### config.mk
export PLATFORM = sky130hd
export DESIGN_NAME = board_mem_writer_flat
export DESIGN_NICKNAME = d
export VERILOG_FILES = /design/src/rtl/board_mem_writer_pkg.sv /design/src/rtl/board_mem_writer_if.sv /design/src/rtl/board_mem_writer_key.sv /design/src/rtl/board_mem_writer.sv /design/src/flat_wrapper.sv
export SDC_FILE = /design/constraint.sdc
export NUM_CORES = 1
export LEC_CHECK = 0
export ABC_CLOCK_PERIOD_IN_PS = 2600
export BUFFER_PORTS_ARGS = -buffer_cell sky130_fd_sc_hd__buf_4
export CORE_MARGIN = 3
export CORE_UTILIZATION = 40
export DETAILED_ROUTE_END_ITERATION = 16
export PLACE_DENSITY = 0.65
export SETUP_SLACK_MARGIN = 0.1
export SLEW_MARGIN = 25
export SYNTH_ARGS = -nofsm -noshare
export SYNTH_HDL_FRONTEND = slang
export SYNTH_SLANG_ARGS = --single-unit
### constraint.sdc
create_clock -name CLK -period 2.6 [get_ports CLK]
set_clock_uncertainty 0.1 [all_clocks]
set_input_delay 0.13 -clock CLK [delete_from_list [all_inputs] [get_ports CLK]]
set_output_delay 0.13 -clock CLK [all_outputs]
set_load 0.01 [all_outputs]
### src/rtl/board_mem_writer_pkg.sv
// Shared types for the board-driven RAM writer.
package board_mem_writer_pkg;

   typedef logic [31:0] word_t;
   typedef logic [15:0] half_t;

   typedef enum logic {IDLE, WRITE} mw_state_t;

   localparam int unsigned WORD_ALIGN_BITS = 2;

endpackage

### src/rtl/board_mem_writer_if.sv
// System-side RAM write path driven by the board writer; halt comes back from the CPU.
interface board_mem_writer_if;
   import board_mem_writer_pkg::*;

   logic  halt;
   logic  tb_ctrl;
   logic  wen;
   word_t addr;
   word_t store;

   modport master (input halt, output tb_ctrl, output wen, output addr, output store);
   modport slave  (output halt, input tb_ctrl, input wen, input addr, input store);

endinterface

### src/rtl/board_mem_writer_key.sv
// Push-button conditioning: 2-flop sync, stable-level debounce, falling-edge press pulse.
module key_debounce #(
   parameter int unsigned DEBOUNCE_CYCLES = 500000
) (
   input  logic CLK,
   input  logic RST,
   input  logic key_n,
   output logic press
);

   localparam int unsigned CW = $clog2(DEBOUNCE_CYCLES + 1);

   logic          s1_q;
   logic          s2_q;
   logic          level_q;
   logic          prev_q;
   logic [CW-1:0] cnt_q;

   always_ff @(posedge CLK) begin
      if (RST) begin
         s1_q    <= 1'b1;
         s2_q    <= 1'b1;
         level_q <= 1'b1;
         prev_q  <= 1'b1;
         cnt_q   <= '0;
         press   <= 1'b0;
      end else begin
         s1_q   <= key_n;
         s2_q   <= s1_q;
         prev_q <= level_q;
         press  <= prev_q & ~level_q;
         // Count only while the synchronized level disagrees with the accepted one.
         if (s2_q == level_q) begin
            cnt_q <= '0;
         end else if (cnt_q == CW'(DEBOUNCE_CYCLES - 1)) begin
            level_q <= s2_q;
            cnt_q   <= '0;
         end else begin
            cnt_q <= cnt_q + CW'(1);
         end
      end
   end

endmodule

### src/rtl/board_mem_writer.sv
// Assembles a 32-bit word from switches and writes it to RAM once per commit press while halted.
module board_mem_writer
   import board_mem_writer_pkg::*;
#(
   parameter int unsigned DEBOUNCE_CYCLES = 500000,
   parameter int unsigned WRITE_CYCLES    = 2
) (
   input  logic                      CLK,
   input  logic                      RST,
   input  logic [2:0]                key_n,
   input  logic [15:0]               sw,
   board_mem_writer_if.master        mem,
   output logic                      busy,
   output logic                      done,
   output logic                      err,
   output logic [15:0]               wr_count
);

   localparam int unsigned CW = (WRITE_CYCLES > 1) ? $clog2(WRITE_CYCLES) : 1;

   logic [2:0]    press;
   mw_state_t     state_q;
   logic [CW-1:0] cyc_q;
   half_t         lo_q;
   half_t         hi_q;
   word_t         addr_q;
   word_t         store_q;
   logic          wen_q;
   logic          done_q;
   logic          err_q;
   logic [15:0]   wr_cnt_q;

   key_debounce #(.DEBOUNCE_CYCLES(DEBOUNCE_CYCLES)) u_key0 (.CLK(CLK), .RST(RST), .key_n(key_n[0]), .press(press[0]));
   key_debounce #(.DEBOUNCE_CYCLES(DEBOUNCE_CYCLES)) u_key1 (.CLK(CLK), .RST(RST), .key_n(key_n[1]), .press(press[1]));
   key_debounce #(.DEBOUNCE_CYCLES(DEBOUNCE_CYCLES)) u_key2 (.CLK(CLK), .RST(RST), .key_n(key_n[2]), .press(press[2]));

   always_ff @(posedge CLK) begin
      if (RST) begin
         state_q  <= IDLE;
         cyc_q    <= '0;
         lo_q     <= '0;
         hi_q     <= '0;
         addr_q   <= '0;
         store_q  <= '0;
         wen_q    <= 1'b0;
         done_q   <= 1'b0;
         err_q    <= 1'b0;
         wr_cnt_q <= '0;
      end else begin
         done_q <= 1'b0;
         if (press[0]) lo_q <= sw;
         if (press[1]) hi_q <= sw;
         // A commit in the same cycle as a half latch snapshots the old halves.
         case (state_q)
            IDLE: begin
               if (press[2]) begin
                  if (mem.halt && (sw[WORD_ALIGN_BITS-1:0] == '0)) begin
                     state_q <= WRITE;
                     addr_q  <= {16'h0000, sw};
                     store_q <= {hi_q, lo_q};
                     cyc_q   <= CW'(WRITE_CYCLES - 1);
                     wen_q   <= 1'b1;
                  end else begin
                     err_q <= 1'b1;
                  end
               end
            end
            WRITE: begin
               if (cyc_q == '0) begin
                  state_q  <= IDLE;
                  wen_q    <= 1'b0;
                  done_q   <= 1'b1;
                  wr_cnt_q <= wr_cnt_q + 16'd1;
               end else begin
                  cyc_q <= cyc_q - CW'(1);
               end
            end
         endcase
      end
   end

   assign mem.tb_ctrl = wen_q;
   assign mem.wen     = wen_q;
   assign mem.addr    = addr_q;
   assign mem.store   = store_q;
   assign busy        = wen_q;
   assign done        = done_q;
   assign err         = err_q;
   assign wr_count    = wr_cnt_q;

endmodule

### src/flat_wrapper.sv
// flat-port wrapper written by rule: the top's interface ports become plain ports
module board_mem_writer_flat import board_mem_writer_pkg::*;
#(
   parameter int unsigned DEBOUNCE_CYCLES = 500000,
   parameter int unsigned WRITE_CYCLES    = 2
)
  (CLK, RST, key_n, sw, busy, done, err, wr_count, mem_halt, mem_tb_ctrl, mem_wen, mem_addr, mem_store);
  board_mem_writer_if mem_i ();
  input  logic CLK;
  input  logic RST;
  input  logic [2:0] key_n;
  input  logic [15:0] sw;
  output logic busy;
  output logic done;
  output logic err;
  output logic [15:0] wr_count;
  input wire logic [$bits(mem_i.halt)-1:0] mem_halt;
  output wire logic [$bits(mem_i.tb_ctrl)-1:0] mem_tb_ctrl;
  output wire logic [$bits(mem_i.wen)-1:0] mem_wen;
  output wire logic [$bits(mem_i.addr)-1:0] mem_addr;
  output wire logic [$bits(mem_i.store)-1:0] mem_store;
  assign mem_i.halt = mem_halt;
  assign mem_tb_ctrl = mem_i.tb_ctrl;
  assign mem_wen = mem_i.wen;
  assign mem_addr = mem_i.addr;
  assign mem_store = mem_i.store;
  board_mem_writer #(.DEBOUNCE_CYCLES(DEBOUNCE_CYCLES), .WRITE_CYCLES(WRITE_CYCLES)) u_core (.CLK(CLK), .RST(RST), .key_n(key_n), .sw(sw), .mem(mem_i), .busy(busy), .done(done), .err(err), .wr_count(wr_count));
endmodule
After elaboration in Yosys (flattened, before gate mapping)
Cells that the tools add are included.
Widths: inputs -> output; s select.
{"block": "word_totals", "inputBits": 22, "register_bits": 173, "wordCells": 79}
{"block": "classes", "bitwise": 12, "reduce_logical": 14, "n_eq_ne": 9, "addsub": 5, "muxes": 11}
{"cell": "$add 19x1->19 const B", "n": 3}
{"cell": "$eq 19x19->1 const B", "n": 3}
{"cell": "$add 16x1->16 const B", "n": 1}
{"cell": "$reduce_and 2->1", "n": 5}
{"cell": "$not 1->1", "n": 9}
{"cell": "$reduce_and 3->1", "n": 3}
{"cell": "$reduce_or 3->1", "n": 3}
{"cell": "$mux 1", "n": 8}
{"cell": "$pmux 1 s2", "n": 3}
{"cell": "$ne 2x2->1 const B", "n": 2}
{"cell": "$and 1x1->1", "n": 3}
{"cell": "$eq 1x1->1", "n": 3}
{"cell": "$logic_not 2->1", "n": 1}
{"cell": "$ne 2x1->1 const B", "n": 1}
{"cell": "$reduce_or 2->1", "n": 1}
{"cell": "$logic_and 1x1->1", "n": 1}
{"cell": "$sub 1x1->1 const B", "n": 1}

Logic depth before layout (Yosys ltp)
{"block": "logic_depth", "ltp_word": 5, "depth_mapped": 7, "ltp_nobuf": 5}

Modules after synthesis
A second synthesis with hierarchy kept.
{"block": "hier_totals", "hier_cells": 765, "area_unflattened_um2": 6876.6}
{"module": "board_mem_writer", "cells_each": 429, "n_inst": 1, "area_each_um2": 3801.1}
{"module": "key_debounce (u_core.u_key0 ...)", "cells_each": 111, "n_inst": 2, "area_each_um2": 1017.2}
{"module": "key_debounce (u_core.u_key2)", "cells_each": 114, "n_inst": 1, "area_each_um2": 1041.0}

Worst setup path before layout
No wires, ideal clock.
{"block": "synth_path", "kind": "reg-to-reg", "startpoint": "reg u_core.u_key2.cnt_q[0]", "endpoint": "reg u_core.u_key2.cnt_q[13]", "period_less_slack_ps": 2008, "t_arrival_ps": 1793, "stages_incl_launch_ff": 7, "t_required_ps": 2385, "path_slack_ps": 592, "n_path_buf": 1, "cell_sequence": "dfxtp_1 > ha_1 > nand3_2 > or4_4 > o31ai_4 > buf_6 > nor2_1"}
{"block": "synth_via", "elab_chain_cells": 2}
{"item": "from (decl)", "line": "board_mem_writer_key.sv:17", "source": "logic [CW-1:0] cnt_q;"}
{"item": "from (signal assigned)", "line": "board_mem_writer_key.sv:39", "source": "cnt_q <= cnt_q + CW'(1);"}
{"item": "branches (longest 2 deep; another with $add 19x1->19)"}
Several ways; the timed one is not identified.
A chain may end at the register's enable or synchronous reset.

Worst setup path in the final report
{"block": "layout_path", "startpoint": "reg u_core.u_key2.cnt_q[0]", "endpoint": "reg u_core.u_key2.cnt_q[11]"}
Same word-level chain as after synthesis.

==> results_dict.tcl <==
set metrics [dict create \
    clk_pin_slew_ps 60 \
    grt_pass1_wl_mm 24.4 \
    dr.pass1.iters 4 \
    gp_congestion 0.816 \
    die_area_um2 18800 \
    num-fill-cells 1615 \
    track_usage_pct 16.2 \
    post_cts_buffers 0 \
    clock_latency_ps 430 \
    post-route-period-util_pct 84.9 \
    crit_arrival_ps 2420 \
    grt_pass1_vias 4999 \
    viasPerCell 4.81 \
    vias 5328 \
    end_kind "flop" \
    wirelength_mm 14.6 \
    synth_cell_type_count 43 \
    ys_seq_area_share_pct 50.3 \
    crit_required_ps 2820 \
    slew_headroom_pct 62.6 \
    syn_area_per_cell_um2 8.89 \
    tns_ps 0 \
    hold_violations 0 \
    pin_count 107 \
    port_buffers 90 \
    cts_tree "yes" \
    path_class "reg -> reg" \
    syn_area_um2 6880 \
    root_buffer "clkbuf_16" \
    diodes 0 \
    drive_gt1_share_pct 16.9 \
    drc 0 \
    dp_hpwl_mm 9.78 \
    drv_slew 0 \
    grt_overflow_total 0 \
    hp-class "in -> reg" \
    start_util_pct 41.2 \
    synth.ff_latch_count 173 \
    rows 47 \
    rsz0062_at_grt "no" \
    cts_inserted_buffers 17 \
    outcome "completed" \
    tightest_slew_ps 556 \
    start_kind "flop" \
    post_dp_cell_area_um2 7700 \
    finalCriticalPeriod_ps 2210 \
    fin_nets 900 \
    finalSetupViolations 0 \
    ctsHtreeMaxLevel 4 \
    synth_warnings 0 \
    synthCells 774 \
    cap_viol_max_count 0 \
    die_w_um 137 \
    antenna_left 0 \
    clockBufferDepth 2 \
    die_h_um 137 \
    area_growth_pct 22.6 \
    vdd_ir_drop_max_v 0.000524 \
    drtIter0Drc 412 \
    core_um2 16700 \
    cts_resized 0 \
    wl_per_cell_um 13.2 \
    grt_start_max_net_pins 55 \
    clock.fmax_ghz 0.453 \
    antenna_found_initial 0 \
    worst-path-max-fanout 12 \
    clock_sinks 173 \
    power_density_nw_per_um2 612 \
    final_area_um2 8440 \
    p_leak_nw 2.88 \
]
## registers in the layout, indices dropped and copies added (netlist names), 16 cells and up
name	cells
u_core.u_key1.cnt_q	19
u_core.mem.addr	16
u_core.hi_q	16
u_core.wr_count	16
u_core.u_key0.cnt_q	19
u_core.u_key2.cnt_q	19
u_core.mem.store	32
u_core.lo_q	16
## critical path: stages, from the launching register on
cell     delay (ps)
dfxtp_1         370
ha_1            230
nand3_2         150
or4_4           530
o31ai_4         400
buf_4           260
nor2_1           60
## metal layers
| metal | wire (um) | up-vias | share of wire [%] | global-route usage (%) |
|---|---|---|---|---|
| met5 | 0 | - | 0 | 0 |
| met4 | 195 | 0 | 1.3 | 6.54 |
| met3 | 741 | 14 | 5.1 | 4.46 |
| met2 | 6600 | 87 | 45 | 24.4 |
| met1 | 7060 | 2468 | 48 | 22.1 |
| li1 | - | 2759 | - | - |
## cell type report
| cell class | count | area (um2) | area share [%] |
|---|---|---|---|
| clock buffer | 23 | 458 | 5.43 |
| sequential | 173 | 3460 | 41.0 |
| tap | 220 | 275 | 3.26 |
| timing repair buffer | 121 | 968 | 11.5 |
| inverter | 18 | 67.6 | 0.801 |
| multi-input combinational | 543 | 3120 | 37.0 |
| clock inverter | 9 | 86.3 | 1.02 |
## worst paths after layout
check	start	to	slack (ps)	depth (start not counted)
worst max-delay path	u_core.u_key2.cnt_q[0]$_SDFF_PP0_	u_core.u_key2.cnt_q[11]$_SDFF_PP0_	390	6
worst min-delay path	RST	u_core.hi_q[15]$_SDFFE_PP0P_	70	2
worst max register to register	u_core.u_key2.cnt_q[0]$_SDFF_PP0_	u_core.u_key2.cnt_q[11]$_SDFF_PP0_	390	6
worst min register to register	u_core.u_key1.s1_q$_SDFF_PP1_	u_core.u_key1.s2_q$_SDFF_PP1_	310	1
## timing repair
| item | CTS | global route |
|---|---|---|
| hold endpoints to repair | 49 | 0 |
| setup endpoints to repair | 0 | 0 |
| hold buffers | 19 | 0 |
## placed cells by master, fill, tap and decap left out, types with 5 or more instances in the layout
master | synthesis | final
xor2_1 | 12 | 12
dfxtp_1 | 173 | 173
dlygate4sd3_1 | 0 | 19
nor4b_1 | 10 | 10
nor2b_1 | 7 | 7
nor2_1 | 116 | 116
clkbuf_16 | 0 | 17
inv_1 | 18 | 18
nand2_1 | 108 | 108
nand4_1 | 17 | 17
a21oi_1 | 58 | 58
o21ai_0 | 6 | 6
xnor2_1 | 44 | 44
mux2i_1 | 38 | 38
conb_1 | 1 | 16
or2_2 | 6 | 6
nand3_1 | 24 | 24
nor4_1 | 17 | 17
nor3_1 | 15 | 15
or3_1 | 7 | 7
buf_4 | 18 | 101
clkbuf_1 | 25 | 5
## stage by stage
stage | total power (W) | cells | utilization, % | setup slack (ps) | hold slack (ps)
3_3_place_gp | 0.00282 | 1056 | 46.1 | 435 | 216
5_1_grt | 0.00533 | 1107 | 50.5 | 241 | 91.1
4_1_cts | 0.00522 | 1107 | 50.5 | 385 | 60.9
3_5_place_dp | 0.00282 | 1056 | 46.1 | 394 | 218
6_report | 0.00516 | 1107 | 50.5 | 394 | 70.4
2_1_floorplan | 0.00279 | 789 | - | 592 | 134
## Yosys cell counts, drive strengths merged
cell type	count	area, um2
dfxtp	173	3460
nor2	116	435
nand2	108	405
a21oi	58	290
xnor2	44	385
mux2i	38	380
buf	30	199
nand3	27	150
clkbuf	25	93.8
nor4	19	131
inv	18	67.6
nand4	18	128
nor3	15	75.1
xor2	12	105
nor4b	10	87.6
or3	8	55.1
nor2b	7	43.8
o21ai	6	30.0
or2	6	37.5
or4	5	41.3
and2	4	25.0
and3	4	25.0
ha	4	50.1
mux2	4	45.0
nor3b	3	22.5
o31ai	3	41.3
and4	2	17.5
nand4b	2	17.5
conb	1	3.75
nand2b	1	6.26
nand3b	1	7.51
nor4bb	1	10.0
o21bai	1	7.51
## logic make-up (layout without fill, tap and decap cells)
| family | count (synthesis) | after routing | share of synthesized area (%) |
|---|---|---|---|
| AO/OA/AOI/OAI | 68 | 68 | 5.36 |
| XOR/XNOR | 56 | 56 | 7.12 |
| adder cells (fa/ha/maj) | 4 | 4 | 0.727 |
| buffers and inverters | 73 | 171 | 5.23 |
| flip-flops | 173 | 173 | 50.3 |
| multiplexers | 42 | 42 | 6.18 |
| other | 1 | 16 | 0.0545 |
| AND/OR/NAND/NOR | 357 | 357 | 25.0 |
## power breakdown
part	internal, W	switching (W)	leakage (nW)	total (W)
Combinational	0.0000535	0.0000736	1.23	0.000127
Sequential	0.00266	0.00000354	1.39	0.00266
Clock	0.00135	0.00103	0.262	0.00237
Total	0.00405	0.00110	2.88	0.00516
Note: power is estimated with default switching activity, not from simulation.
